<file path="src/rtl/map_cpu_bus.sv">
// CPU bus front end: synchronizes and glitch-filters M2, then emits clean
// write/read/cycle strobes with latched address and data in the mapper clock.
module map_cpu_bus #(
    parameter int SYNC_STAGES = 2,
    parameter int FILT        = 3,
    parameter int SAMPLE_DLY  = 6,
    parameter int IDLE_TO     = 4096
) (
    input  logic        clk,
    input  logic        rst_n,
    input  logic        m2,
    input  logic        cpu_rw,
    input  logic [15:0] cpu_addr,
    input  logic [7:0]  cpu_dat,
    output logic [15:0] bus_addr,
    output logic [7:0]  bus_dat,
    output logic        bus_rw,
    output logic        rd_stb,
    output logic        wr_stb,
    output logic        m2_cyc,
    output logic        runt,
    output logic        bus_idle
);

    localparam logic [2:0]  FILT_LAST = 3'(FILT - 1);
    localparam logic [4:0]  DLY_INIT  = 5'(SAMPLE_DLY);
    localparam logic [15:0] IDLE_MAX  = 16'(IDLE_TO);

    typedef enum logic [1:0] {LOW, HI_WAIT, HI_SMP, HI_RUNT} state_t;

    logic [SYNC_STAGES-1:0] m2_sync_reg;
    logic [SYNC_STAGES-1:0] rw_sync_reg;
    logic [15:0]            addr_reg;
    logic [7:0]             dat_reg;
    logic                   m2_f_reg;
    logic [2:0]             run_cnt_reg;
    state_t                 state_reg;
    logic [4:0]             dly_reg;
    logic [15:0]            idle_cnt_reg;
    logic [15:0]            bus_addr_reg;
    logic [7:0]             bus_dat_reg;
    logic                   bus_rw_reg;
    logic                   rd_stb_reg;
    logic                   wr_stb_reg;
    logic                   m2_cyc_reg;
    logic                   runt_reg;
    logic                   bus_idle_reg;

    logic m2_s;
    logic rw_s;
    logic filt_flip;
    logic rise_evt;
    logic fall_evt;

    assign m2_s = m2_sync_reg[SYNC_STAGES-1];
    assign rw_s = rw_sync_reg[SYNC_STAGES-1];

    // The filter flips on the next edge; the FSM acts on that same edge so
    // m2_cyc / wr_stb line up with the clock where m2_f first shows the new level.
    assign filt_flip = (m2_s != m2_f_reg) && (run_cnt_reg == FILT_LAST);
    assign rise_evt  = filt_flip & m2_s;
    assign fall_evt  = filt_flip & ~m2_s;

    always_ff @(posedge clk or negedge rst_n) begin
        if (!rst_n) begin
            m2_sync_reg <= '0;
            rw_sync_reg <= '1;
            addr_reg    <= '0;
            dat_reg     <= '0;
            m2_f_reg    <= 1'b0;
            run_cnt_reg <= '0;
        end else begin
            m2_sync_reg <= {m2_sync_reg[SYNC_STAGES-2:0], m2};
            rw_sync_reg <= {rw_sync_reg[SYNC_STAGES-2:0], cpu_rw};
            addr_reg    <= cpu_addr;
            dat_reg     <= cpu_dat;
            if (m2_s == m2_f_reg) begin
                run_cnt_reg <= '0;
            end else if (filt_flip) begin
                m2_f_reg    <= m2_s;
                run_cnt_reg <= '0;
            end else begin
                run_cnt_reg <= run_cnt_reg + 3'd1;
            end
        end
    end

    always_ff @(posedge clk or negedge rst_n) begin
        if (!rst_n) begin
            state_reg    <= LOW;
            dly_reg      <= '0;
            bus_addr_reg <= '0;
            bus_dat_reg  <= '0;
            bus_rw_reg   <= 1'b1;
            rd_stb_reg   <= 1'b0;
            wr_stb_reg   <= 1'b0;
            m2_cyc_reg   <= 1'b0;
            runt_reg     <= 1'b0;
        end else begin
            rd_stb_reg <= 1'b0;
            wr_stb_reg <= 1'b0;
            m2_cyc_reg <= 1'b0;
            runt_reg   <= 1'b0;
            case (state_reg)
                LOW: begin
                    if (rise_evt) begin
                        m2_cyc_reg <= 1'b1;
                        dly_reg    <= DLY_INIT;
                        state_reg  <= HI_WAIT;
                    end
                end
                HI_WAIT: begin
                    // A fall coinciding with the sample point counts as a runt.
                    if (fall_evt) begin
                        runt_reg  <= 1'b1;
                        state_reg <= LOW;
                    end else if (dly_reg <= 5'd1) begin
                        dly_reg      <= '0;
                        bus_addr_reg <= addr_reg;
                        bus_rw_reg   <= rw_s;
                        rd_stb_reg   <= rw_s;
                        state_reg    <= HI_SMP;
                    end else begin
                        dly_reg <= dly_reg - 5'd1;
                    end
                end
                HI_SMP: begin
                    if (fall_evt) begin
                        wr_stb_reg <= ~bus_rw_reg;
                        state_reg  <= LOW;
                    end else begin
                        bus_dat_reg <= dat_reg;
                    end
                end
                HI_RUNT: state_reg <= LOW;
                default: state_reg <= LOW;
            endcase
        end
    end

    // bus_idle is sticky once the count saturates; only a new M2 cycle clears it.
    always_ff @(posedge clk or negedge rst_n) begin
        if (!rst_n) begin
            idle_cnt_reg <= '0;
            bus_idle_reg <= 1'b1;
        end else if (rise_evt) begin
            idle_cnt_reg <= '0;
            bus_idle_reg <= 1'b0;
        end else if (idle_cnt_reg != IDLE_MAX) begin
            idle_cnt_reg <= idle_cnt_reg + 16'd1;
            if (idle_cnt_reg == IDLE_MAX - 16'd1) begin
                bus_idle_reg <= 1'b1;
            end
        end
    end

    assign bus_addr = bus_addr_reg;
    assign bus_dat  = bus_dat_reg;
    assign bus_rw   = bus_rw_reg;
    assign rd_stb   = rd_stb_reg;
    assign wr_stb   = wr_stb_reg;
    assign m2_cyc   = m2_cyc_reg;
    assign runt     = runt_reg;
    assign bus_idle = bus_idle_reg;

endmodule

</file>
<file path="config.mk">
export PLATFORM = sky130hd
export DESIGN_NAME = map_cpu_bus
export DESIGN_NICKNAME = d
export VERILOG_FILES = /design/src/rtl/map_cpu_bus.sv
export SDC_FILE = /design/constraint.sdc
export NUM_CORES = 1
export LEC_CHECK = 0
export ABC_AREA = 1
export CORE_UTILIZATION = 40
export DETAILED_ROUTE_END_ITERATION = 10
export GPL_ROUTABILITY_DRIVEN = 0
export SLEW_MARGIN = 20
export SYNTH_ARGS = -nofsm -noshare
export SYNTH_HDL_FRONTEND = slang
export SYNTH_SLANG_ARGS = --single-unit
</file>
<file path="constraint.sdc">
create_clock -name clk -period 1.69 [get_ports clk]
set_input_delay 0.338 -clock clk [delete_from_list [all_inputs] [get_ports clk]]
set_output_delay 0.338 -clock clk [all_outputs]
set_load 0.03 [all_outputs]
</file>
# --- Word level (Yosys, flattened, before mapping) ---
# Index checks and enable logic that the tools add are counted.
totals:
  input_bits: 28
  word_cells: 75
  out_inout_bits: 30
  regBits: 85
classes:
  n_reduce_logical: 11
  magnitude_cmp: 1
  n_eq_ne: 12
  addsub: 3
  bitwise_logic: 6
  muxes: 25
ops:
  columns: ["op", "count"]
  rows:
  - ["16-bit two-way mux", 2]
  - ["16-bit by 1-bit adder with 16-bit output, second input constant", 1]
  - ["16-bit by 12-bit equality test with 1-bit output, second input constant", 1]
  - ["16-bit by 13-bit != test with 1-bit output, second input constant", 1]
  - ["5-bit two-way mux", 3]
  - ["1-bit two-way mux", 12]
  - ["5-bit one-hot mux with 2 select lines", 1]
  - ["3-bit AND reduction", 3]
  - ["2-bit two-way mux", 4]
  - ["2-bit one-hot mux with 4 select lines", 1]
  - ["3-bit two-way mux", 2]
  - ["2-bit != test, second input constant", 3]
  - ["2-bit AND reduction", 3]
  - ["2-bit nonzero test", 3]
  - ["5-bit by 1-bit <= comparator with 1-bit output, second input constant", 1]
  - ["5-bit by 1-bit subtractor with 5-bit output, second input constant", 1]
  - ["2-bit equality test, second input constant", 2]
  - ["1-bit inverter", 4]
  - ["3-bit by 1-bit adder with 3-bit output, second input constant", 1]
  - ["3-bit by 2-bit equality test with 1-bit output, second input constant", 1]
  - ["3-bit != test, second input constant", 1]
  - ["1-bit AND", 2]
  - ["2-bit by 1-bit equality test with 1-bit output, second input constant", 1]
  - ["2-bit zero test", 1]
  - ["other kinds (3)", 3]

# --- Longest topological paths before layout ---
logic_depth:
  depth_word: 5
  ltp_mapped: 11
  ltp_nobuf: 11

# --- Worst setup path before layout ---
# No wires, ideal clock.
synth_path:
  kind: "reg-to-reg"
  startpoint: "register run_cnt_reg[0]"
  endpoint: "register bus_addr_reg[0] (netlist: bus_addr[0])"
  stages_incl_launch_ff: 12
  n_path_buf: 1
  setup_time_ns: 0.118
  arrival_ns: 1.280
  setup_slack_ns: 0.292
  period_less_slack_ns: 1.398
  path_cell_list: "dfrtp_1 inv_1 ha_1 inv_1 nor2_4 nand2_2 nand2_4 inv_4 nand2_4 buf_6 nand2_1 nand2_1"
synth_via:
  elab_chain_len: 5
synth_rtl:
  columns: ["item", "line", "text"]
  rows:
  - ["from (decl)", "36", "logic [2:0] run_cnt_reg;"]
  - ["from (signal assigned)", "83", "run_cnt_reg <= run_cnt_reg + 3'd1;"]
  - ["3-bit by 2-bit equality test with 1-bit output", "60", "assign filt_flip = (m2_s != m2_f_reg) && (run_cnt_reg == FILT_LAST);"]
  - ["1-bit logical AND", "60", null]
  - ["1-bit AND", "62", "assign fall_evt = filt_flip & ~m2_s;"]
  - ["1-bit inverter (no source line)", null, null]
  - ["3-bit AND reduction (no source line)", null, null]
  - ["to (signal assigned)", "119", "bus_addr_reg <= addr_reg;"]
  - ["to (decl)", "40", "logic [15:0] bus_addr_reg;"]
# No other way between the ends.
# A chain may end at the register's enable or synchronous reset.

# --- Final worst setup path ---
layout_path:
  startpoint: "register bus_rw_reg (netlist: bus_rw)"
  endpoint: "output bus_rw"
layout_rtl:
  columns: ["item", "line", "text"]
  rows:
  - ["from (decl)", "42", "logic bus_rw_reg;"]
  - ["from (signal assigned)", "120", "bus_rw_reg <= rw_s;"]
  - ["to (decl)", "17", "output logic bus_rw,"]
# No word-level cell between the ends.

==> impl_metrics.tcl <==
set metrics [dict create \
    async_reset_ff_share_pct 100.0 \
    setup_violations 0 \
    slew_viol_final 0 \
    wirelength_um 6273 \
    ys_top_cells_by_area "dfrtp_1 (58%), nand2_1 (9.6%), nand3_1 (4.8%), nor2_1 (4.4%), inv_1 (3.8%)" \
    syn_area_per_cell_um2 9.688 \
    worstReg2RegStart "run_cnt_reg[0]" \
    grt_util_all_layers_pct 15.64 \
    diodes 0 \
    synth-xor-area-share_pct 0.5051 \
    hold_path.class "reg -> reg" \
    critical_path_class "reg -> out" \
    vias 2492 \
    cts_setup_buffers 0 \
    root_buffer "clkbuf_8" \
    max_cap_viol_count 0 \
    synth-simple-area-share_pct 24.46 \
    path_delay_family "flip-flops" \
    synthCells 358 \
    yosysWarnings 0 \
    core_area_mm2 0.008299 \
    end_kind "primary output" \
    synth_seq_area_share_pct 61.47 \
    clock_sinks 85 \
    yosys-mux-area-fraction_pct 0 \
    cts_htree_levels 3 \
    post-route-drc-count 0 \
    drive_gt1_share_pct 10.47 \
    ys_types 27 \
    synth_common_cells "nand2_1 (89), dfrtp_1 (81), nor2_1 (41)" \
    std_cell_rows 33 \
    firstDrtPassIters 4 \
    max_clock_freq_ghz 0.6158 \
    cts.path.max_buffers 2 \
    synth-edff-count 0 \
    synth_area_mm2 0.003468 \
    tns_ns 0 \
    die_h_um 95.12 \
    grt_max_degree 33 \
    peakVddDrop_uv 692.6 \
    post-dp-hpwl_um 4454 \
    yosys_most_used_dff "dfrtp_1" \
    grt_pass1_vias 2346 \
    reg2reg_depth 10 \
    fp.dieW_um 95.12 \
    grt_most_used_layer "met2" \
    overflow 0 \
    status "complete, no violations" \
    cp-startpoint "bus_rw" \
    yosysTopAreaCellShare_pct 58.44 \
    r2r_end "bus_addr[4]" \
    cts_tree "built" \
    place_worst_setup_slack_ns 0.09258 \
    portBuffers 57 \
    leakage_nw 2.169 \
    synth_compound_area_share_pct 5.051 \
    crit_required_ns 1.35 \
    worstHoldStart "m2_sync_reg[0]" \
    drt_iter0_drc 148 \
    path_clk_slew_ns 0.09 \
    hold_viol 0 \
    synth_most_common_cell "nand2_1" \
    start_util_pct 41.79 \
    cts_inserted_buffers 9 \
    path_max_fanout 3 \
    rsz0062_at_grt "no" \
    grt_pass1_wl_um 10680 \
    area_growth_pct 25.22 \
    synthAdderAreaFrac_pct 2.165 \
    worst_pin_slew_ns 0.3418 \
    power_density_mw_per_mm2 1588 \
    crit_path_cell_trace "clkdlybuf4s15_1" \
    antenna_found_initial 0 \
    fin_skew_ns 0.009007 \
    maxSlewHeadroom_pct 77.04 \
    nets 459 \
    synth_top_family_by_area "simple AND/OR/NAND/NOR gates" \
    setup_ws_ns 0.06601 \
    critical_path.slowest_cell "dfstp_2" \
    routed_via_density 4.658 \
    fin_crit_sh_pct 96.09 \
    r2r_slack_ns 0.13 \
    die_area_mm2 0.009047 \
    crit_buf_inv 1 \
    synth_fp_nets 392 \
    ys_ff_latch 85 \
    synth_area_leader_cell "dfrtp_1" \
    grtUsageMet1_pct 21.40 \
    min_delay_worst_endpoint "m2_sync_reg[1]" \
    met3_usage_pct 2.472 \
    hold_path_depth 0 \
    io-pin-count 58 \
    ant_nets 0 \
    wire_per_inst_um 11.73 \
    use_met2_pct 23.75 \
    cp.arrival_ns 1.29 \
    period_needed_ns 1.624 \
    cpPeakStageDelay_ns 0.56 \
    insertion_delay_ns 0.35 \
    startpoint_type "register" \
]
## metal layers
metal | vias up | part of all wire [%]
met5 | - | 0
met4 | 0 | 2.2
met3 | 11 | 2.9
met2 | 49 | 47
met1 | 1166 | 47
li1 | 1266 | -
## cells in the final DEF, fill, tap and decap left out, types with 9 or more instances in the layout
cell type / count
inv_1: 35
clkbuf_8: 9
nor2_1: 41
dlygate4sd2_1: 29
nand3_1: 33
dfrtp_1: 81
clkdlybuf4s50_1: 26
o21ai_0: 15
a21oi_1: 11
nand2_1: 89
## through the flow
| stage | util [%] | hold slack [ns] | std cells | power, mW | cell area [um2] |
|---|---|---|---|---|---|
| after floorplan | - | 0.04241 | 358 | 4.752 | 3468 |
| after global placement | 50.07 | 0.2526 | 518 | 5.635 | 4155 |
| after detailed placement | 50.07 | 0.2560 | 518 | 5.696 | 4155 |
| after CTS | 52.21 | 0.3663 | 535 | 6.985 | 4333 |
| after global routing | 52.33 | 0.3719 | 535 | 7.433 | 4343 |
| final | 52.33 | 0.3654 | 535 | 6.897 | 4343 |
## logic make-up (layout without fill, tap and decap cells)
logic type / Yosys count / count (layout)
AOI/OAI and AO/OA: 32 / 32
and+or+nand+nor: 188 / 188
DFF: 85 / 85
adders and majority gates: 6 / 6
xor gates and xnor gates: 2 / 2
buffers and inverters: 45 / 117
## final cells by class
| type | count | area [um2] |
|---|---|---|
| Clock buffer | 9 | 123.9 |
| Clock inverter | 7 | 81.33 |
| Fill cell | 783 | 3956 |
| Inverter | 38 | 145.1 |
| Multi-Input combinational cell | 228 | 1125 |
| Sequential cell | 85 | 2132 |
| Tap cell | 105 | 131.4 |
| Timing Repair Buffer | 63 | 604.3 |
## worst max-delay path by stage
stage / slack [ns] / endpoint / depth (start not counted)
5_1_grt: 0.01 / bus_addr[4] / 10
6_report: 0.07 / bus_rw / 1
4_1_cts: 0.005 / bus_rw / 1
3_5_place_dp: 0.09 / bus_addr[7] / 10
3_3_place_gp: 0.14 / bus_addr[14] / 10
2_1_floorplan: 0.29 / bus_addr[0] / 11
## what timing repair did
action	in CTS	in global routing
hold buffers	1	0
hold endpoints to repair	20	0
resized for setup	30	2
endpoints found under the setup margin	30	14
## where the power goes
part	internal (mW)	switching (mW)
logic	0.840	1.68
registers	2.55	0.363
clock network	0.703	0.756
Note: power is estimated with default switching activity, not from simulation.
